===== src/rtl/idli_pkg.sv =====
// Shared types for the idli core: register selectors and ALU opcodes.
package idli_pkg;

  typedef logic [2:0] greg_t;

  localparam int NIB_W = 4;

  typedef enum logic [2:0] {
    ALU_OP_ADD  = 3'b000,
    ALU_OP_SUB  = 3'b001,
    ALU_OP_AND  = 3'b010,
    ALU_OP_OR   = 3'b011,
    ALU_OP_XOR  = 3'b100,
    ALU_OP_ANDN = 3'b101,
    ALU_OP_SHL  = 3'b110,
    ALU_OP_SHLC = 3'b111
  } alu_op_t;

  typedef enum logic {
    ST_IDLE = 1'b0,
    ST_RUN  = 1'b1
  } alu_state_t;

  function automatic logic op_is_shift(alu_op_t op);
    return (op == ALU_OP_SHL) || (op == ALU_OP_SHLC);
  endfunction

  // Logical ops leave the C flag untouched.
  function automatic logic op_writes_c(alu_op_t op);
    return (op == ALU_OP_ADD) || (op == ALU_OP_SUB) || op_is_shift(op);
  endfunction

endpackage


===== src/rtl/idli_alu_nib_m.sv =====
// Combinational 4-bit ALU slice; carry and shift chain through cin/cout and sin/sout.
module idli_alu_nib_m
  import idli_pkg::*;
(
  input  alu_op_t          op,
  input  logic [NIB_W-1:0] b,
  input  logic [NIB_W-1:0] c,
  input  logic             cin,
  input  logic             sin,
  output logic [NIB_W-1:0] result,
  output logic             cout,
  output logic             sout
);

  logic [NIB_W:0] sum;

  always_comb begin
    sum    = {1'b0, b} + {1'b0, ((op == ALU_OP_SUB) ? ~c : c)} + {{NIB_W{1'b0}}, cin};
    result = '0;
    cout   = 1'b0;
    case (op)
      ALU_OP_ADD, ALU_OP_SUB: begin
        result = sum[NIB_W-1:0];
        cout   = sum[NIB_W];
      end
      ALU_OP_AND:  result = b & c;
      ALU_OP_OR:   result = b | c;
      ALU_OP_XOR:  result = b ^ c;
      ALU_OP_ANDN: result = b & ~c;
      ALU_OP_SHL, ALU_OP_SHLC: begin
        result = {b[NIB_W-2:0], sin};
        cout   = b[NIB_W-1];
      end
      default: ;
    endcase
  end

  assign sout = b[NIB_W-1];

endmodule


===== src/rtl/idli_alu_m.sv =====
// Nibble-serial 16-bit ALU, LSB nibble first, four cycles per word.
// IDLI_ALU_SHIFT_EN enables SHL/SHLC; without it those opcodes are reported illegal.
module idli_alu_m
  import idli_pkg::*;
(
  input  logic       i_alu_gck,
  input  logic       i_alu_rst,
  input  logic       i_alu_vld,
  input  alu_op_t    i_alu_op,
  input  greg_t      i_alu_a,
  input  logic [3:0] i_alu_b_data,
  input  logic [3:0] i_alu_c_data,
  output greg_t      o_alu_a,
  output logic       o_alu_a_vld,
  output logic [3:0] o_alu_a_data,
  output logic       o_alu_busy,
  output logic [1:0] o_alu_nib,
  output logic       o_alu_flag_z,
  output logic       o_alu_flag_c,
  output logic       o_alu_flag_n,
  output logic       o_alu_flag_vld,
  output logic       o_alu_illegal
);

  alu_state_t state_q, state_d;
  logic [1:0] nib_q;
  alu_op_t    op_q;
  greg_t      a_q;
  logic       carry_q, zero_q;
  logic       flag_z_q, flag_c_q, flag_n_q, flag_vld_q;

  logic       active, first, last, legal, cur_ill;
  alu_op_t    cur_op;
  greg_t      cur_a;
  logic       cin, sin, cout, zero_acc;
  logic [3:0] res;

`ifdef IDLI_ALU_SHIFT_EN
  logic shift_q, sout;
`else
  logic ill_q, sout_unused;
`endif

  // Nibble 0 uses the live opcode/destination so the result has zero latency.
  always_comb begin
    active = !i_alu_rst && ((state_q == ST_RUN) || i_alu_vld);
    first  = active && (nib_q == 2'd0);
    last   = active && (nib_q == 2'd3);
    cur_op = first ? i_alu_op : op_q;
    cur_a  = first ? i_alu_a : a_q;
    cin    = first ? (cur_op == ALU_OP_SUB) : carry_q;
`ifdef IDLI_ALU_SHIFT_EN
    cur_ill = 1'b0;
    sin     = first ? ((cur_op == ALU_OP_SHLC) && flag_c_q) : shift_q;
`else
    cur_ill = first ? op_is_shift(i_alu_op) : ill_q;
    sin     = 1'b0;
`endif
    legal    = active && !cur_ill;
    zero_acc = (first ? 1'b1 : zero_q) && (res == 4'd0);
  end

  idli_alu_nib_m u_nib (
    .op     (cur_op),
    .b      (i_alu_b_data),
    .c      (i_alu_c_data),
    .cin    (cin),
    .sin    (sin),
    .result (res),
    .cout   (cout),
`ifdef IDLI_ALU_SHIFT_EN
    .sout   (sout)
`else
    .sout   (sout_unused)
`endif
  );

  always_ff @(posedge i_alu_gck or posedge i_alu_rst) begin
    if (i_alu_rst) begin
      state_q <= ST_IDLE;
      nib_q   <= 2'd0;
    end else begin
      state_q <= state_d;
      if (active) nib_q <= nib_q + 2'd1;
    end
  end

  // A new word may only begin at nibble 3; vld elsewhere in RUN is ignored.
  always_comb begin
    state_d = state_q;
    case (state_q)
      ST_IDLE: if (i_alu_vld) state_d = ST_RUN;
      ST_RUN:  if ((nib_q == 2'd3) && !i_alu_vld) state_d = ST_IDLE;
      default: state_d = ST_IDLE;
    endcase
  end

  always_comb begin
    o_alu_a_vld    = legal;
    o_alu_a_data   = legal ? res : 4'd0;
    o_alu_a        = active ? cur_a : greg_t'(3'd0);
    o_alu_busy     = (state_q == ST_RUN) && (nib_q != 2'd0);
    o_alu_nib      = nib_q;
    o_alu_illegal  = first && cur_ill;
    o_alu_flag_z   = flag_z_q;
    o_alu_flag_c   = flag_c_q;
    o_alu_flag_n   = flag_n_q;
    o_alu_flag_vld = flag_vld_q;
  end

  always_ff @(posedge i_alu_gck or posedge i_alu_rst) begin
    if (i_alu_rst) begin
      op_q       <= ALU_OP_ADD;
      a_q        <= '0;
      carry_q    <= 1'b0;
      zero_q     <= 1'b0;
      flag_z_q   <= 1'b0;
      flag_c_q   <= 1'b0;
      flag_n_q   <= 1'b0;
      flag_vld_q <= 1'b0;
`ifdef IDLI_ALU_SHIFT_EN
      shift_q    <= 1'b0;
`else
      ill_q      <= 1'b0;
`endif
    end else begin
      flag_vld_q <= last && legal;
      if (active) begin
        if (first) begin
          op_q <= i_alu_op;
          a_q  <= i_alu_a;
`ifndef IDLI_ALU_SHIFT_EN
          ill_q <= cur_ill;
`endif
        end
        carry_q <= cout;
        zero_q  <= zero_acc;
`ifdef IDLI_ALU_SHIFT_EN
        shift_q <= sout;
`endif
        if (last && legal) begin
          flag_z_q <= zero_acc;
          flag_n_q <= res[3];
          if (op_writes_c(cur_op)) flag_c_q <= cout;
        end
      end
    end
  end

endmodule


===== config.mk =====
export PLATFORM = sky130hd
export DESIGN_NAME = idli_alu_m
export DESIGN_NICKNAME = d
export VERILOG_FILES = /design/src/rtl/idli_pkg.sv /design/src/rtl/idli_alu_nib_m.sv /design/src/rtl/idli_alu_m.sv
export SDC_FILE = /design/constraint.sdc
export NUM_CORES = 1
export LEC_CHECK = 0
export BUFFER_PORTS_ARGS = -buffer_cell sky130_fd_sc_hd__buf_2
export CORE_MARGIN = 2
export CORE_UTILIZATION = 50
export CTS_BUF_LIST = sky130_fd_sc_hd__clkbuf_8
export CTS_CLUSTER_DIAMETER = 120
export CTS_CLUSTER_SIZE = 40
export DETAILED_ROUTE_END_ITERATION = 8
export PLACE_DENSITY = 0.78
export SLEW_MARGIN = 40
export SYNTH_ARGS = -nofsm -noshare
export SYNTH_HDL_FRONTEND = slang
export SYNTH_SLANG_ARGS = --single-unit

===== constraint.sdc =====
create_clock -name i_alu_gck -period 3.72 [get_ports i_alu_gck]
set_input_delay 0.744 -clock i_alu_gck [delete_from_list [all_inputs] [get_ports i_alu_gck]]
set_output_delay 0.744 -clock i_alu_gck [all_outputs]
set_load 0.005 [all_outputs]

==> Word level (Yosys, flattened, before mapping) <==
Index checks and enable logic that the tools add are counted.
{ "op_classes": {"reduce_logical": 26, "muxes": 13, "bitwise": 6, "n_eq_ne": 10, "n_addsub": 3} }
{ "op_table": {"columns": ["cell", "n"], "rows": [
  ["case mux 4 bit (6 select lines)", 1],
  ["equality test 3 bit (second input constant)", 6],
  ["logical AND 1 bit", 9],
  ["two-way mux 3 bit", 3],
  ["bitwise AND 4 bit", 2],
  ["two-way mux 4 bit", 2],
  ["equality test 3 x 2 -> 1 bit (second input constant)", 2],
  ["adder 4 x 4 -> 5 bit", 1],
  ["adder 5 x 1 -> 5 bit", 1],
  ["logical OR 1 bit", 5],
  ["two-way mux 1 bit", 5],
  ["zero test 4 bit", 1],
  ["NOT 4 bit", 1],
  ["OR 4 bit", 1],
  ["case mux 1 bit (2 select lines)", 2],
  ["AND reduction 2 bit", 2],
  ["OR reduction 2 bit", 2],
  ["XOR 4 bit", 1],
  ["equality test 3 x 1 -> 1 bit (second input constant)", 1],
  ["zero test 1 bit", 3],
  ["zero test 3 bit", 1],
  ["AND reduction 3 bit", 1],
  ["adder 2 x 1 -> 2 bit (second input constant)", 1],
  ["equality test 2 bit (second input constant)", 1],
  ["other kinds (3)", 3]
]} }
{ "word_totals": {"elab_cells": 69, "out_inout_bits": 16, "register_bits": 16, "inputBits": 17} }

==> Longest topological paths before layout <==
{ "logic_depth": {"depth_word": 11, "depth_mapped": 16, "mapped_depth_nobuf": 15} }

==> Cells and area by module <==
From an unflattened synthesis, not the netlist that was laid out.
{ "hier_totals": {"hier_cells": 161, "area_unflattened_um2": 1465.2} }
{ "modules_own_cells": {"columns": ["mod", "instances", "cells_each", "seq_area_each_um2", "area_each_um2"], "rows": [
  ["idli_alu_m", 1, 84, 400.4, 914.6],
  ["idli_alu_nib_m", 1, 77, 0.0, 550.5]
]} }

==> Worst setup path before layout <==
Ideal clock, no wire load.
{ "synth_timing": {"kind": "input-to-output", "startpoint": "in i_alu_rst", "endpoint": "out o_alu_a_data[2]", "setup_slack_ns": -0.052, "path_buffers": 1, "path_stages": 12, "arrival_ns": 3.028, "required_ns": 2.976, "path_cell_list": "o21ba_4 nand2_2 buf_6 and3_1 o21bai_2 xnor2_1 fa_1 fa_1 nor2b_1 o21ai_0 o41ai_2 nor2_1"} }
{ "synth_via": {"elab_chain_len": 10, "word_cells_on_any_way": 23, "classes_between": "add/sub (2); eq/ne (7); mux (6); reduce/logical (8)"} }
{ "synth_rtl": {"columns": ["element", "line", "source"], "rows": [
  ["from (decl)", "idli_alu_m.sv:7", "input logic i_alu_rst,"],
  ["zero test 1 bit (no line) (*)", null, null],
  ["logical AND 1 bit (*)", "idli_alu_m.sv:46", "active = !i_alu_rst && ((state_q == ST_RUN) || i_alu_vld);"],
  ["logical AND 1 bit", "idli_alu_m.sv:47", "first = active && (nib_q == 2'd0);"],
  ["two-way mux 3 bit", null, null],
  ["equality test 3 x 1 -> 1 bit", "idli_alu_nib_m.sv:18, idli_alu_nib_m.sv:21, idli_alu_m.sv:51", null],
  ["two-way mux 4 bit", "idli_alu_nib_m.sv:18", "sum = {1'b0, b} + {1'b0, ((op == ALU_OP_SUB) ? ~c : c)} + {{NIB_W{1'b0}}, cin};"],
  ["adder 4 x 4 -> 5 bit", "idli_alu_nib_m.sv:18", null],
  ["adder 5 x 1 -> 5 bit", "idli_alu_nib_m.sv:18", null],
  ["case mux 4 bit (6 select lines)", "idli_alu_nib_m.sv:21", "case (op)"],
  ["two-way mux 4 bit (*)", "idli_alu_m.sv:100", "o_alu_a_data = legal ? res : 4'd0;"],
  ["to (decl)", "idli_alu_m.sv:15", "output logic [3:0] o_alu_a_data,"]
]} }
Every way passes the cells marked *; elsewhere a longest branch is shown, timed or not.

==> Worst setup path after layout <==
Ends and elaborated chain as after synthesis.

==> out/metrics.csv <==
stage,metric,value,unit
run_status,outcome,completed,
pwr,p_per_area,770,nW/um^2
place,io_buffers,32,
timing,max_freq,270,MHz
cts,clk_pin_slew_worst_paths,60,ps
floorplanning,rows,19,
layout,final_common_cell,buf_2,
drt,dr.pass1.iters,4,
floorplanning,ios,33,
synth,synth-xor-area-share,3.64,%
layout,multi_input_area,1000,sq um
drt,first_iter_violations,38,
layout,drive_gt1_share,37.9,%
synth,ys_seq_elements,16,
cts,hold_buffers,0,
synth,synth.avg_cell_area,8.87,sq um
floorplanning,core-area,2760,sq um
layout,antennaDiodeCount,0,
synth,synth-compound-area-share,30.0,%
floorplanning,initial_core_util,52.4,%
worst_setup_path,start_kind,input port,
place,post-place-ws,-121,ps
synth,yosysUniqueCellTypes,44,
timing,rsz0062_at_grt,true,
synth,syn_area,1450,sq um
worst_setup_path,crit_type,input port to output port,
floorplanning,die_area,3340,sq um
floorplanning,die_w,57.8,um
global_routing,grt_start_max_net_pins,17,
floorplanning,die_h,57.8,um
timing,finalSetupViolCount,0,
synth,synth_flop_cell,dfrtp_1,
worst_setup_path,cp-end-kind,output port,
timing,period_needed,3710,ps
cts,cts_max_path_buffers,2,
layout,mostFrequentLayoutCells,"31 x buf_2, 25 x nand2_1, 18 x inv_1",
global_routing,overflow,0,
worst_setup_path,worstPathArrival,2960,ps
layout,regArea,400,sq um
global_routing,antenna_found_initial,0,
worst_setup_path,critPathMaxFanout,5,
layout,final_nets,241,
timing,finalClockSkew,3.75,ps
run,maxCapViolCount,0,
pwr,power_leakage,0.917,nW
synth,synth-simple-area-share,20.6,%
drt,avgRoutedWirePerCell,16.4,um
drt,drc,0,
cts,cts_tree,done,
timing,worst-slew-pin-transition,619,ps
drt,via_per_inst,5.96,
cts,cts_sinks,16,
cts,insertion_delay,250,ps
global_routing,grt_pass1_wl,6490,um
synth,yosys_warnings,0,
worst_setup_path,cp.required,2980,ps
synth,ys_async_sr_fraction,100,%
cts,cts-buffers-inserted,3,
synth,synth_top_family_by_area,compound AO/OA/AOI/OAI gates,
synth,synth.area.mux_share,0,%
drt,antenna_left,0,
timing,relSlewSlack,58.7,%
place,place_area,1720,sq um
timing,setup_ws,12.0,ps
cts,htree_levels,1,
timing,finalCritPeriodShare,99.7,%
global_routing,grt.total_usage,25.4,%
timing,hold_viol,0,
synth,synth_cells,163,
layout,design_area,1850,sq um
synth,seq_area_frac_synth,27.7,%
layout,nFillCells,233,
place,gp_congestion,0.916,
timing,drv_slew,0,
pwr,vdd_ir_drop_max,0.577,mV
synth,synth_fa_ha_area_share,10.6,%
layout,final_util,67.1,%
synth,syn-num-nets,191,
global_routing,grt_pass1_vias,1483,
layout,area_growth,28.0,%
drt,drt_wl_total,3970,um
drt,vias,1442,
worst_hold_path,hold_class,register to register,
place,dpl.hpwl,3010,um
cts,root_buffer,clkbuf_8,
synth,synth_edf_count,0,
synthesized netlist by cell type, drive strengths merged (5+ instances only):
master  count  area, sq um
dfrtp      16          400
nand2b      5         31.3
nand3       5         25.0
o21ai      14         73.8
nor3        5         30.0
nand2      26          100
ha          9          113
xnor2       6         52.6
a21oi       8         51.3
nor2        9         41.3
inv        20         75.1
layer usage:
| metal | GRT usage (%) | vias up | part of all wire [%] |
|---|---|---|---|
| met2 | 43.7 | 71 | 51 |
| li1 | - | 669 | - |
| met4 | 16.9 | 0 | 4.5 |
| met3 | 5.13 | 21 | 5.4 |
| met5 | 0 | - | 0 |
| met1 | 28.0 | 681 | 39 |
sequential cells by signal, summed over array words and instances (netlist names):
signal / cells
o_alu_flag_n: 1
carry_q: 1
o_alu_flag_c: 1
o_alu_flag_z: 1
ill_q: 1
a_q: 3
zero_q: 1
state_q: 1
o_alu_nib: 2
o_alu_flag_vld: 1
op_q: 3
path summary, 6_finish.rpt:
check / startpoint / end / slack, ps / cells past startpoint
max in group asynchronous: i_alu_rst / op_q[2] / 2760 / 2
setup reg to reg: o_alu_nib[1] / o_alu_flag_z / 890 / 15
hold reg to reg: a_q[1] / a_q[1] / 470 / 2
setup / recovery: i_alu_rst / o_alu_a_data[2] / 10 / 12
hold / removal: a_q[1] / a_q[1] / 470 / 2
min in group asynchronous: i_alu_rst / zero_q / 560 / 2
worst max-delay path, cell delays in order:
cell     delay [ps]
buf_6            90
o21ba_4         220
nand2_4          70
buf_6           120
o31a_1          320
fa_2            390
fa_2            370
nor2b_4         140
o21ai_2         140
o41ai_2          90
nor2_1          130
buf_2           130
logic make-up after synthesis:
logic type / Yosys count
AO/OA/AOI/OAI: 46
AND/OR/NAND/NOR: 61
buffers and inverters: 23
adder cells (fa/ha/maj): 11
flip-flops: 16
XOR/XNOR: 6
power breakdown:
group          internal, mW  switching [mW]
Combinational         0.465           0.524
Sequential            0.243          0.0619
Clock                0.0718          0.0578
through the flow:
step | power (mW) | TNS, ps | hold WS (ps) | std cells
5_1_grt | 1.53 | -125 | 495 | 242
3_5_place_dp | 1.20 | -138 | 456 | 236
3_3_place_gp | 1.17 | -17.8 | 446 | 236
6_report | 1.42 | 0 | 469 | 242
2_1_floorplan | 0.894 | 0 | 434 | 163
4_1_cts | 1.37 | 0 | 471 | 239
what timing repair did:
action	in CTS	in global routing
pin swaps	0	7
setup buffers	0	3
setup endpoints to repair	3	3
gates resized for setup	9	8
cell type report:
type | count | area share, %
clock buffer | 3 | 2.23
inverter | 20 | 4.06
multi-input combinational | 124 | 54.3
sequential | 16 | 21.7
tap | 31 | 2.10
timing repair buffer | 48 | 15.7
No activity file was read; power rests on OpenSTA's default activity.
